--- src/rtl/nibble_serial_adder_ctrl_pkg.sv ---
// Shared definitions for the nibble-serial adder sequencer: FSM states and nibble width.
package nibble_serial_adder_ctrl_pkg;

    localparam int NIBBLE = 4;

    typedef enum logic [1:0] {
        IDLE = 2'd0,
        RUN  = 2'd1,
        DONE = 2'd2
    } state_t;

endpackage

--- src/rtl/nibble_serial_adder_ctrl_adder.sv ---
// Nibble datapath: 4-bit ripple-carry adder built from explicit full-adder equations.
module ripple_adder_4bit_structural
    import nibble_serial_adder_ctrl_pkg::*;
(
    input  logic [NIBBLE-1:0] a_i,
    input  logic [NIBBLE-1:0] b_i,
    input  logic              c_i,
    output logic [NIBBLE-1:0] s_o,
    output logic              c_o
);

    logic [NIBBLE:0] c;

    assign c[0] = c_i;

    for (genvar i = 0; i < NIBBLE; i++) begin : g_fa
        assign s_o[i]   = a_i[i] ^ b_i[i] ^ c[i];
        assign c[i + 1] = (a_i[i] & b_i[i]) | (c[i] & (a_i[i] ^ b_i[i]));
    end

    assign c_o = c[NIBBLE];

endmodule

--- src/rtl/nibble_serial_adder_ctrl.sv ---
// Sequencer that time-shares one 4-bit adder across a WIDTH-bit add/subtract,
// one nibble per clock, LSB first, between valid/ready operand and result ports.
module nibble_serial_adder_ctrl
    import nibble_serial_adder_ctrl_pkg::*;
#(
    parameter  int WIDTH = 16,
    localparam int NIBS  = WIDTH / NIBBLE,
    localparam int NIB_W = $clog2(WIDTH / NIBBLE)
) (
    input  logic             clk,
    input  logic             rst_n,
    input  logic             in_valid,
    output logic             in_ready,
    input  logic [WIDTH-1:0] a,
    input  logic [WIDTH-1:0] b,
    input  logic             carry_in,
    input  logic             sub,
    output logic             out_valid,
    input  logic             out_ready,
    output logic [WIDTH-1:0] sum,
    output logic             carry_out,
    output logic             overflow,
    output logic             busy,
    output state_t           dbg_state_o
);

    // Handshake: a transfer happens on a rising edge where valid && ready are both high.
    // in_ready is high only in IDLE; out_valid is high only in DONE and stays high
    // with stable sum/carry_out/overflow until out_ready is seen.

    localparam logic [NIB_W-1:0] LAST_NIB = NIB_W'(NIBS - 1);

    state_t            state_q, state_d;
    logic [NIB_W-1:0]  nib_idx_q, nib_idx_d;
    logic              carry_q, carry_d;
    logic [WIDTH-1:0]  a_q, a_d;
    logic [WIDTH-1:0]  b_eff_q, b_eff_d;
    logic [WIDTH-1:0]  sum_q, sum_d;
    logic              carry_out_q, carry_out_d;
    logic              overflow_q, overflow_d;

    logic [NIBBLE-1:0] a_nib;
    logic [NIBBLE-1:0] b_nib;
    logic [NIBBLE-1:0] add_sum;
    logic              add_carry;
    logic              last_nib;

    always_comb begin
        a_nib = '0;
        b_nib = '0;
        for (int i = 0; i < NIBS; i++) begin
            if (nib_idx_q == NIB_W'(i)) begin
                a_nib = a_q[i*NIBBLE +: NIBBLE];
                b_nib = b_eff_q[i*NIBBLE +: NIBBLE];
            end
        end
    end

    ripple_adder_4bit_structural u_adder (
        .a_i (a_nib),
        .b_i (b_nib),
        .c_i (carry_q),
        .s_o (add_sum),
        .c_o (add_carry)
    );

    assign last_nib = (nib_idx_q == LAST_NIB);

    always_comb begin
        state_d     = state_q;
        nib_idx_d   = nib_idx_q;
        carry_d     = carry_q;
        a_d         = a_q;
        b_eff_d     = b_eff_q;
        sum_d       = sum_q;
        carry_out_d = carry_out_q;
        overflow_d  = overflow_q;

        unique case (state_q)
            IDLE: begin
                if (in_valid) begin
                    // Subtraction is a + ~b + 1, so the inversion and the +1 are folded in here.
                    a_d       = a;
                    b_eff_d   = sub ? ~b : b;
                    carry_d   = sub ? 1'b1 : carry_in;
                    sum_d     = '0;
                    nib_idx_d = '0;
                    state_d   = RUN;
                end
            end
            RUN: begin
                for (int i = 0; i < NIBS; i++) begin
                    if (nib_idx_q == NIB_W'(i)) begin
                        sum_d[i*NIBBLE +: NIBBLE] = add_sum;
                    end
                end
                carry_d = add_carry;
                if (last_nib) begin
                    carry_out_d = add_carry;
                    overflow_d  = (a_q[WIDTH-1] == b_eff_q[WIDTH-1]) &&
                                  (add_sum[NIBBLE-1] != a_q[WIDTH-1]);
                    state_d     = DONE;
                end else begin
                    nib_idx_d = nib_idx_q + 1'b1;
                end
            end
            DONE: begin
                if (out_ready) begin
                    nib_idx_d = '0;
                    state_d   = IDLE;
                end
            end
            default: begin
                state_d = IDLE;
            end
        endcase
    end

    always_ff @(posedge clk or negedge rst_n) begin
        if (!rst_n) begin
            state_q     <= IDLE;
            nib_idx_q   <= '0;
            carry_q     <= 1'b0;
            a_q         <= '0;
            b_eff_q     <= '0;
            sum_q       <= '0;
            carry_out_q <= 1'b0;
            overflow_q  <= 1'b0;
        end else begin
            state_q     <= state_d;
            nib_idx_q   <= nib_idx_d;
            carry_q     <= carry_d;
            a_q         <= a_d;
            b_eff_q     <= b_eff_d;
            sum_q       <= sum_d;
            carry_out_q <= carry_out_d;
            overflow_q  <= overflow_d;
        end
    end

    assign in_ready    = (state_q == IDLE);
    assign out_valid   = (state_q == DONE);
    assign busy        = (state_q != IDLE);
    assign sum         = sum_q;
    assign carry_out   = carry_out_q;
    assign overflow    = overflow_q;
    assign dbg_state_o = state_q;

    a_out_hold: assert property (@(posedge clk) disable iff (!rst_n)
        (out_valid && !out_ready) |=> (out_valid && $stable(sum) && $stable(carry_out) && $stable(overflow)));

    a_no_overlap: assert property (@(posedge clk) disable iff (!rst_n)
        !(in_ready && busy));

    a_idx_range: assert property (@(posedge clk) disable iff (!rst_n)
        nib_idx_q <= LAST_NIB);

endmodule

--- config.mk ---
export PLATFORM = sky130hd
export DESIGN_NAME = nibble_serial_adder_ctrl
export DESIGN_NICKNAME = d
export VERILOG_FILES = /design/src/rtl/nibble_serial_adder_ctrl_pkg.sv /design/src/rtl/nibble_serial_adder_ctrl_adder.sv /design/src/rtl/nibble_serial_adder_ctrl.sv
export SDC_FILE = /design/constraint.sdc
export NUM_CORES = 1
export LEC_CHECK = 0
export ABC_AREA = 1
export BUFFER_PORTS_ARGS = -buffer_cell sky130_fd_sc_hd__buf_4
export CORE_UTILIZATION = 33
export CTS_CLUSTER_SIZE = 14
export DETAILED_ROUTE_END_ITERATION = 6
export PLACE_DENSITY = 0.6
export SLEW_MARGIN = 15
export SYNTH_ARGS = -nofsm -noshare
export SYNTH_HDL_FRONTEND = slang
export SYNTH_SLANG_ARGS = --single-unit
--- constraint.sdc ---
create_clock -name clk -period 3.8 [get_ports clk]
set_input_delay 0.76 -clock clk [delete_from_list [all_inputs] [get_ports clk]]
set_output_delay 0.76 -clock clk [all_outputs]
set_load 0.01 [all_outputs]
-- After elaboration in Yosys (flattened, before gate mapping)
Index checks and enable logic that the tools add are counted.
Widths: inputs -> output; s select.
- bits in registers: 55
- latch bits: 0
- bits in writable memories: 0
- bits in read-only memories: 0
- input bits: 38
- output and inout bits: 23
- word-level logic and storage cells: 87
- memories kept: 0
- $add $sub $neg: 1
- multiply operators: 0
- divide/modulo/power cells: 0
- magnitude comparators: 0
- eq/ne operators: 14
- shifts and indexed selects: 0
- muxes and demuxes: 25
- bitwise logic cells: 21
- reductions and logical operators: 15
- operator list (kind ; count):
    $mux 4 ; 12
    $mux 16 ; 2
    $pmux 16 s2 ; 1
    $not 16->16 ; 1
    $reduce_and 3->1 ; 5
    $ne 2x2->1 const B ; 6
    $pmux 2 s3 ; 2
    $mux 2 ; 5
    $and 1x1->1 ; 8
    $xor 1x1->1 ; 8
    $eq 2x2->1 const B ; 3
    $reduce_and 2->1 ; 3
    $eq 2x1->1 const B ; 2
    $logic_not 2->1 ; 2
    $or 1x1->1 ; 4
    $reduce_and 4->1 ; 1
    $reduce_bool 2->1 ; 2
    $reduce_bool 3->1 ; 1
    $add 2x1->2 const B ; 1
    $mux 1 ; 2
    $ne 2x1->1 const B ; 1
    $pmux 1 s2 ; 1
    $eq 1x1->1 ; 1
    $logic_and 1x1->1 ; 1
    $ne 1x1->1 ; 1

-- Longest topological paths before layout
Gate-level depths: netlist of run 1.
- word-level depth: 15
- mapped depth: 19
- mapped depth without buffers: 19

-- Cells and area by module
A second synthesis of run 1 with hierarchy kept.
- cells, all modules: 362
- area, all modules: 2926.6 um2
- by module, submodules not included (module ; instances ; cells each ; area each (um2) ; seq. area each (um2)):
    nibble_serial_adder_ctrl ; 1 ; 348 ; 2808.9 ; 1376.3
    ripple_adder_4bit_structural ; 1 ; 14 ; 117.6 ; 0.0

-- Worst setup path before layout of run 1
No wires, ideal clock.
- path type: flip-flop to flip-flop
- start point: reg nib_idx_q[0]
- end point: reg overflow_q, in the netlist overflow
- setup time: 0.116 ns
- arrival time: 2.912 ns
- data required time: 3.684 ns
- setup slack: 0.772 ns
- stages on the path, launching flop included: 20
- path buffers: 1
- period minus slack after synthesis: 3.028 ns
- path through: dfrtp_1 > inv_1 > ha_1 > buf_2 > inv_1 > nor2_1 > nor2_1 > nand2_1 > nand2_1 > fa_1 > inv_1 > fa_1 > inv_1 > fa_1 > fa_1 > inv_1 > nand3_1 > o21ai_0 > nand2_1 > nand2_1
- longest elaborated chain between the ends: 15
- elaborated cells on any way between the ends: 29
- classes of those cells: 4 x eq/ne; 8 x mux; 14 x bitwise; 3 x reduce/logical
- ends and longest elaborated chain (item ; RTL line ; source):
    start: declaration ; nibble_serial_adder_ctrl.sv:34 ; logic [NIB_W-1:0] nib_idx_q, nib_idx_d;
    start signal: assignment ; nibble_serial_adder_ctrl.sv:131 ; nib_idx_q <= nib_idx_d;
    $logic_not 2->1 ; nibble_serial_adder_ctrl.sv:52 ; if (nib_idx_q == NIB_W'(i)) begin
    $mux 4 (4 in a row) ; nibble_serial_adder_ctrl.sv:52 ;
    $xor 1x1->1 ; nibble_serial_adder_ctrl_adder.sv:18 ; assign c[i + 1] = (a_i[i] & b_i[i]) | (c[i] & (a_i[i] ^ b_i[i]));
    $and 1x1->1 ; nibble_serial_adder_ctrl_adder.sv:18 ;
    $or 1x1->1 ; nibble_serial_adder_ctrl_adder.sv:18 ;
    $and 1x1->1 ; nibble_serial_adder_ctrl_adder.sv:18 ;
    $or 1x1->1 ; nibble_serial_adder_ctrl_adder.sv:18 ;
    $and 1x1->1 ; nibble_serial_adder_ctrl_adder.sv:18 ;
    $or 1x1->1 ; nibble_serial_adder_ctrl_adder.sv:18 ;
    $xor 1x1->1 ; nibble_serial_adder_ctrl_adder.sv:17 ; assign s_o[i] = a_i[i] ^ b_i[i] ^ c[i];
    $ne 1x1->1 ; nibble_serial_adder_ctrl.sv:101 ; (add_sum[NIBBLE-1] != a_q[WIDTH-1]);
    $logic_and 1x1->1 ; nibble_serial_adder_ctrl.sv:100 ; overflow_d = (a_q[WIDTH-1] == b_eff_q[WIDTH-1]) &&
    end signal: assignment ; nibble_serial_adder_ctrl.sv:137 ; overflow_q <= overflow_d;
    end: declaration ; nibble_serial_adder_ctrl.sv:40 ; logic overflow_q, overflow_d;
Parallel ways exist; a longest one is shown, timed or not.
A chain may end at the register's enable or synchronous reset.

-- Worst setup path after layout of run 1
- start point: reg nib_idx_q[1]
- end point: reg sum_q[7], in the netlist sum[7]
- longest elaborated chain between the ends: 15
- elaborated cells on any way between the ends: 30
- classes of those cells: 4 x eq/ne; 10 x mux; 14 x bitwise; 2 x reduce/logical
- ends and longest elaborated chain (item ; RTL line ; source):
    $logic_not 2->1 ; nibble_serial_adder_ctrl.sv:52 ;
    $mux 4 (4 in a row) ; nibble_serial_adder_ctrl.sv:52 ;
    $xor 1x1->1 ; nibble_serial_adder_ctrl_adder.sv:18 ;
    $and 1x1->1 ; nibble_serial_adder_ctrl_adder.sv:18 ;
    $or 1x1->1 ; nibble_serial_adder_ctrl_adder.sv:18 ;
    $and 1x1->1 ; nibble_serial_adder_ctrl_adder.sv:18 ;
    $or 1x1->1 ; nibble_serial_adder_ctrl_adder.sv:18 ;
    $and 1x1->1 ; nibble_serial_adder_ctrl_adder.sv:18 ;
    $or 1x1->1 ; nibble_serial_adder_ctrl_adder.sv:18 ;
    $xor 1x1->1 ; nibble_serial_adder_ctrl_adder.sv:17 ;
    $mux 4 ; nibble_serial_adder_ctrl.sv:93 ; if (nib_idx_q == NIB_W'(i)) begin
    $pmux 16 s2 ; nibble_serial_adder_ctrl.sv:79 ; unique case (state_q)
    end signal: assignment ; nibble_serial_adder_ctrl.sv:135 ; sum_q <= sum_d;
    end: declaration ; nibble_serial_adder_ctrl.sv:38 ; logic [WIDTH-1:0] sum_q, sum_d;
Parallel ways exist; a longest one is shown, timed or not. The select of a mux whose other input is x is not followed.

==> flow_summary.toml, run 1 <==
[layout]
nFillCells = 883
final_util_pct = 41.3
final_nets = 448
mostFrequentLayoutCells = "nand2_1 (142), buf_4 (61), dfrtp_1 (55)"
syn2layout_area_growth_pct = 20.7
regArea_mm2 = 0.00138
n_antenna_cell = 0
final_layout_size_suffix_gt1_share_pct = 20.6
multiInputGateArea_mm2 = 0.00126
final_common_cell = "nand2_1"

[sta]
fmax_mhz = 306
tightestPinTransition_ns = 0.686
holdWs_ns = 0.478
finalCritPeriodShare_pct = 86.0
finalHoldViolations = 0
rsz0062_at_grt = "false"
min_period_ns = 3.27
setup_viol = 0
finClkSkew_ns = 0.00558
relSlewSlack_pct = 54.3
setup_ws_ns = 0.532
slew_viol_final = 0
fin_tns_setup_ns = 0

[drt]
top_layer = "met4"
vias = 2305
wl_met2_mm = 2.93
wl_met3_um = 233
viasPerCell = 4.54
wl_per_cell_um = 12.3
firstDrtPassIters = 4
drc_errors = 0
met1_length_mm = 3.04
antenna_left = 0
drtIter0Drc = 112
wirelength_mm = 6.26

[global_routing]
grt-ovfl-total = 0
grt_max_degree = 71
grt_first_pass_wirelength_mm = 10.6
grt_pass1_vias = 2187
antenna_found_initial = 0
grt_usage_pct = 15.3

[clock_network]
cts_num_sinks = 55
cts.path.max_buffers = 2
cts_hold_buf = 0
cts-root-buf = "clkbuf_8"
cts_setup_buffers = 0
post_cts_resized = 0
h-tree-depth = 2
clkTransAtPathRegs_ns = 0.10
worstSkewPairLatency_ns = 0.31
tritoncts = "built"
numCtsBuffers = 5

[power]
cellPowerDensity_mw_per_mm2 = 854
p_sw_mw = 1.33
power_frac_seq_pct = 35.4
peakVddDrop_mv = 0.245
swShare_pct = 45.6
clkPwrFrac_pct = 11.5
combPwrFrac_pct = 53.1
p_int_mw = 1.58
power.leakage_nw = 1.82

[yosys]
synth-seq-cells = 55
syn_inst = 348
yosys_warnings = 0
synth.avg_cell_area_um2 = 8.11
seq_area_frac_synth_pct = 48.8
synth_fp_nets = 394
yosysUniqueCellTypes = 25
syn_area_mm2 = 0.00282

[worst_setup_path]
crit_path_start_kind = "flip-flop"
regToRegEndpoint = "sum[7]$_DFFE_PN0P_"
timing.rr.start = "nib_idx_q[1]$_DFFE_PN0P_"
cp.required_ns = 4.05
path_max_fanout = 10
crit_arrival_ns = 3.52
endpoint_kind = "flip-flop"
r2r_cells = 17
path_class = "reg2reg"
rrSetupSlack_ns = 0.53

[place]
dp_hpwl_mm = 4.63
place_congestion = 0.899
numPortBuffers = 60
pre_cts_ws_ns = 0.581

[flow_run]
cap_violations = 0

[floorplan]
fp.dieW_um = 94.5
core_mm2 = 0.00826
dieArea_mm2 = 0.00893
ios = 61
num_rows = 33
initial_core_util_pct = 34.2
dieHeight_um = 94.5

[run_status]
status = "complete, no violations"

[worst_hold_path]
worstHoldPathType = "in2async"
## layer usage
metal	vias to the layer above	GRT usage [%]
li1	1192	-
met1	1059	21.3
met2	48	24.8
met3	6	2.82
met4	0	3.41
met5	-	0
## power by group through the flow
stage | clock network (mW) | registers (mW) | logic, mW
floorplan | 0 | 1.02 | 1.11
global placement | 0 | 1.04 | 1.53
global route | 0.367 | 1.07 | 1.83
CTS | 0.347 | 1.04 | 1.57
finish | 0.333 | 1.03 | 1.55
detailed placement | 0 | 1.05 | 1.57
## cells in the mapped netlist
| master | count | area (um2) |
|---|---|---|
| nand3_1 | 24 | 120 |
| a21oi_1 | 12 | 60.1 |
| xnor2_1 | 16 | 140 |
| o21ai_0 | 22 | 110 |
| nand4_1 | 2 | 12.5 |
| buf_4 | 3 | 22.5 |
| o211ai_1 | 1 | 7.51 |
| buf_2 | 6 | 30.0 |
| or2_2 | 1 | 6.26 |
| fa_1 | 4 | 80.1 |
| a21boi_0 | 1 | 7.51 |
| nand2_2 | 3 | 18.8 |
| buf_6 | 3 | 33.8 |
| nor2_1 | 14 | 52.6 |
| nor2_2 | 5 | 31.3 |
| clkbuf_2 | 1 | 5.00 |
| o21ai_1 | 1 | 5.00 |
| ha_1 | 4 | 50.1 |
| nand2_4 | 1 | 11.3 |
| buf_1 | 1 | 3.75 |
| nand2_1 | 142 | 533 |
| nor2_4 | 1 | 11.3 |
| inv_2 | 3 | 11.3 |
| dfrtp_1 | 55 | 1380 |
| inv_1 | 22 | 82.6 |
## area by class of cell
cell class | count | share of cell area (%)
clock buffers | 5 | 2.02
clock inverters | 3 | 0.661
inverters | 25 | 2.75
multi-input cells | 254 | 36.9
flip-flops and latches | 55 | 40.4
well taps | 105 | 3.85
repair buffers | 61 | 13.4
## sequential cells by signal, indices dropped and copies added, names as in the netlist
name         flops
b_eff_q         16
sum             16
dbg_state_o      2
carry_q          1
carry_out        1
nib_idx_q        2
a_q             16
overflow         1
## through the flow
step	power, mW	cell area [um2]	instances
global route	3.26	3410	508
detailed placement	2.61	3320	500
global placement	2.58	3320	500
CTS	2.95	3410	508
finish	2.91	3410	508
floorplan	2.13	2820	348
## cells by family (layout without fill, tap and decap cells)
family | count (synthesis) | count (layout) | share of synthesized area (%)
and+or+nand+nor | 193 | 193 | 28.2
buffers and inverters | 39 | 94 | 6.69
AOI/OAI and AO/OA | 37 | 37 | 6.74
adders and majority gates | 8 | 8 | 4.61
xor gates and xnor gates | 16 | 16 | 4.96
DFF | 55 | 55 | 48.8
## critical path, stage by stage (launching register included)
cell and delay (ns):
dfrtp_1 0.42, inv_1 0.09, ha_1 0.39, nor2_1 0.14, nand2_1 0.08, nand2_1 0.04
nand2_1 0.05, nand2_1 0.07, fa_1 0.38, inv_1 0.08, fa_1 0.16, inv_1 0.05
fa_1 0.39, fa_1 0.51, inv_1 0.06, nor2_2 0.18, nand2_1 0.08, nand2_1 0.06
## how the worst max path moves through the flow
stage | cells after the start | to | startpoint | slack, ns
after floorplan | 19 | overflow$_DFFE_PN0P_ | nib_idx_q[0]$_DFFE_PN0P_ | 0.77
after global placement | 17 | sum[7]$_DFFE_PN0P_ | nib_idx_q[1]$_DFFE_PN0P_ | 0.67
after detailed placement | 17 | sum[7]$_DFFE_PN0P_ | nib_idx_q[1]$_DFFE_PN0P_ | 0.58
after CTS | 17 | sum[7]$_DFFE_PN0P_ | nib_idx_q[1]$_DFFE_PN0P_ | 0.54
after global routing | 17 | sum[11]$_DFFE_PN0P_ | nib_idx_q[1]$_DFFE_PN0P_ | 0.23
final | 17 | sum[7]$_DFFE_PN0P_ | nib_idx_q[1]$_DFFE_PN0P_ | 0.53
Power figures use the tool's default switching activity.
==> inputs of run 2 (changes only) <==
--- a/config.mk
+++ b/config.mk
@@ -6,11 +6,13 @@
 export NUM_CORES = 1
 export LEC_CHECK = 0
 export ABC_AREA = 1
+export ABC_CLOCK_PERIOD_IN_PS = 3800
 export BUFFER_PORTS_ARGS = -buffer_cell sky130_fd_sc_hd__buf_4
 export CORE_UTILIZATION = 33
 export CTS_CLUSTER_SIZE = 14
 export DETAILED_ROUTE_END_ITERATION = 6
-export PLACE_DENSITY = 0.6
+export HOLD_SLACK_MARGIN = 0.02
+export PLACE_DENSITY = 0.49
 export SLEW_MARGIN = 15
 export SYNTH_ARGS = -nofsm -noshare
 export SYNTH_HDL_FRONTEND = slang
==> run 2 against run 1 <==
Via count down 0.91%. Flip-flop and latch count did not move. Sequential share of layout area hardly changed. Combinational power about the same. Setup slack lost 0.021 ns. Register-to-register slack lost 0.02 ns. Highest routed layer unchanged. Clock power is essentially flat. Sequential power about the same. Clock skew is 0.0020 ns higher. Count of clock-buffer cells in the layout is 1 higher.
==> flow_summary.toml, run 2 (synthesis gave the netlist of run 1 again) <==
[sta]
fin_tns_setup_ns = 0
relSlewSlack_pct = 52.8
setup_ws_ns = 0.511
slew_viol_final = 0
rsz0062_at_grt = "false"
finalCritPeriodShare_pct = 86.6
tightestPinTransition_ns = 0.708
setup_viol = 0
fmax_mhz = 304
finClkSkew_ns = 0.00758
holdWs_ns = 0.472
finalHoldViolations = 0
min_period_ns = 3.29

[drt]
antenna_left = 0
firstDrtPassIters = 4
vias = 2284
drc_errors = 0
viasPerCell = 4.50
drtIter0Drc = 80
wl_per_cell_um = 12.4
wirelength_mm = 6.29

[layout]
final_layout_size_suffix_gt1_share_pct = 20.4
syn2layout_area_growth_pct = 20.6
finalNonFillerCells = 507
mostFrequentLayoutCells = "nand2_1 (142), buf_4 (61), dfrtp_1 (55)"
fin_area_mm2 = 0.00340
n_antenna_cell = 0
final_nets = 448
final_common_cell = "nand2_1"

[place]
pre_cts_ws_ns = 0.504
numPortBuffers = 60
dp_hpwl_mm = 4.55
place_congestion = 0.862
post-place-cells = 500
placed_cell_area_mm2 = 0.00332

[run_status]
status = "complete, no violations"

[clock_network]
cts.path.max_buffers = 2
clkTransAtPathRegs_ns = 0.10
post_cts_resized = 0
worstSkewPairLatency_ns = 0.31
h-tree-depth = 2
numCtsBuffers = 5
cts-root-buf = "clkbuf_8"
cts_hold_buf = 0
cts_setup_buffers = 0
cts_num_sinks = 55
tritoncts = "built"

[global_routing]
grt_first_pass_wirelength_mm = 10.3
grt-ovfl-total = 0
grt_usage_pct = 14.9
grt_pass1_vias = 2162
grt_max_degree = 71
antenna_found_initial = 0

[worst_setup_path]
regToRegEndpoint = "sum[7]$_DFFE_PN0P_"
cp.required_ns = 4.05
path_class = "reg2reg"
timing.rr.start = "nib_idx_q[0]$_DFFE_PN0P_"
endpoint = "sum[7]$_DFFE_PN0P_"
path_max_fanout = 13
endpoint_kind = "flip-flop"
rrSetupSlack_ns = 0.51
crit_start = "nib_idx_q[0]$_DFFE_PN0P_"
r2r_cells = 14
crit_arrival_ns = 3.54
crit_path_start_kind = "flip-flop"

[worst_hold_path]
worstHoldPathType = "in2async"

[floorplan]
dieHeight_um = 94.5
core_mm2 = 0.00826
dieArea_mm2 = 0.00893
num_rows = 33
fp.dieW_um = 94.5
initial_core_util_pct = 34.2
ios = 61

[power]
peakVddDrop_mv = 0.234
cellPowerDensity_mw_per_mm2 = 853
power.leakage_nw = 1.82

[flow_run]
cap_violations = 0
==> run 2: cell count changes in the layout (fill, tap and decap cells not counted), sizes merged <==
cell / before / now
clkbuf: 5 / 6
inv: 27 / 25
==> run 2: critical path, stage by stage, from the launching register on <==
cell     delay, ns
dfrtp_1       0.44
ha_1          0.45
inv_1         0.22
nor2_1        0.14
a21oi_1       0.07
fa_1          0.36
inv_1         0.07
fa_1          0.16
inv_1         0.05
fa_1          0.38
fa_1          0.52
inv_1         0.06
nor2_2        0.17
nand2_1       0.08
nand2_1       0.06
==> run 2: layout make-up <==
class / instances / area [um2]
timing repair buffer: 61 / 458
multi-input combinational: 254 / 1260
clock inverter: 1 / 5.00
inverter: 25 / 93.8
clock buffer: 6 / 82.6
tap: 105 / 131
sequential: 55 / 1380
fill: 895 / 4850
==> run 2: layer usage <==
layer	vias up	wire [um]	part of all wire, %	track usage (%)
met5	-	0	0	0
met4	0	82	1.3	4.17
met3	8	298	4.7	3.14
met2	56	2770	44	23.0
met1	1032	3140	50	21.1
li1	1188	-	-	-
==> run 2: worst min path at each step <==
| stage | from | endpoint | slack [ns] | depth (start not counted) |
|---|---|---|---|---|
| global placement | b_eff_q[7]$_DFFE_PN0P_ | b_eff_q[7]$_DFFE_PN0P_ | 0.47 | 2 |
| CTS | carry_out$_DFFE_PN0P_ | carry_out$_DFFE_PN0P_ | 0.49 | 2 |
| finish | rst_n | dbg_state_o[1]$_DFFE_PN0P_ | 0.47 | 1 |
| floorplan | b_eff_q[13]$_DFFE_PN0P_ | b_eff_q[13]$_DFFE_PN0P_ | 0.45 | 2 |
| global route | a_q[5]$_DFFE_PN0P_ | a_q[5]$_DFFE_PN0P_ | 0.52 | 2 |
| detailed placement | carry_out$_DFFE_PN0P_ | carry_out$_DFFE_PN0P_ | 0.47 | 2 |
==> run 2: where the power goes <==
| part | leakage (nW) | internal, mW | switching (mW) |
|---|---|---|---|
| combinational | 1.08 | 0.594 | 0.947 |
| sequential | 0.694 | 0.853 | 0.178 |
| clock | 0.0470 | 0.144 | 0.187 |
| total | 1.82 | 1.59 | 1.31 |
==> run 2: through the flow <==
| stage | power, mW | utilization (%) |
|---|---|---|
| final | 2.90 | 41.2 |
| after global routing | 3.22 | 41.2 |
| after CTS | 2.96 | 41.2 |
| after detailed placement | 2.62 | 40.2 |
| after global placement | 2.61 | 40.2 |
| after floorplan | 2.13 | - |
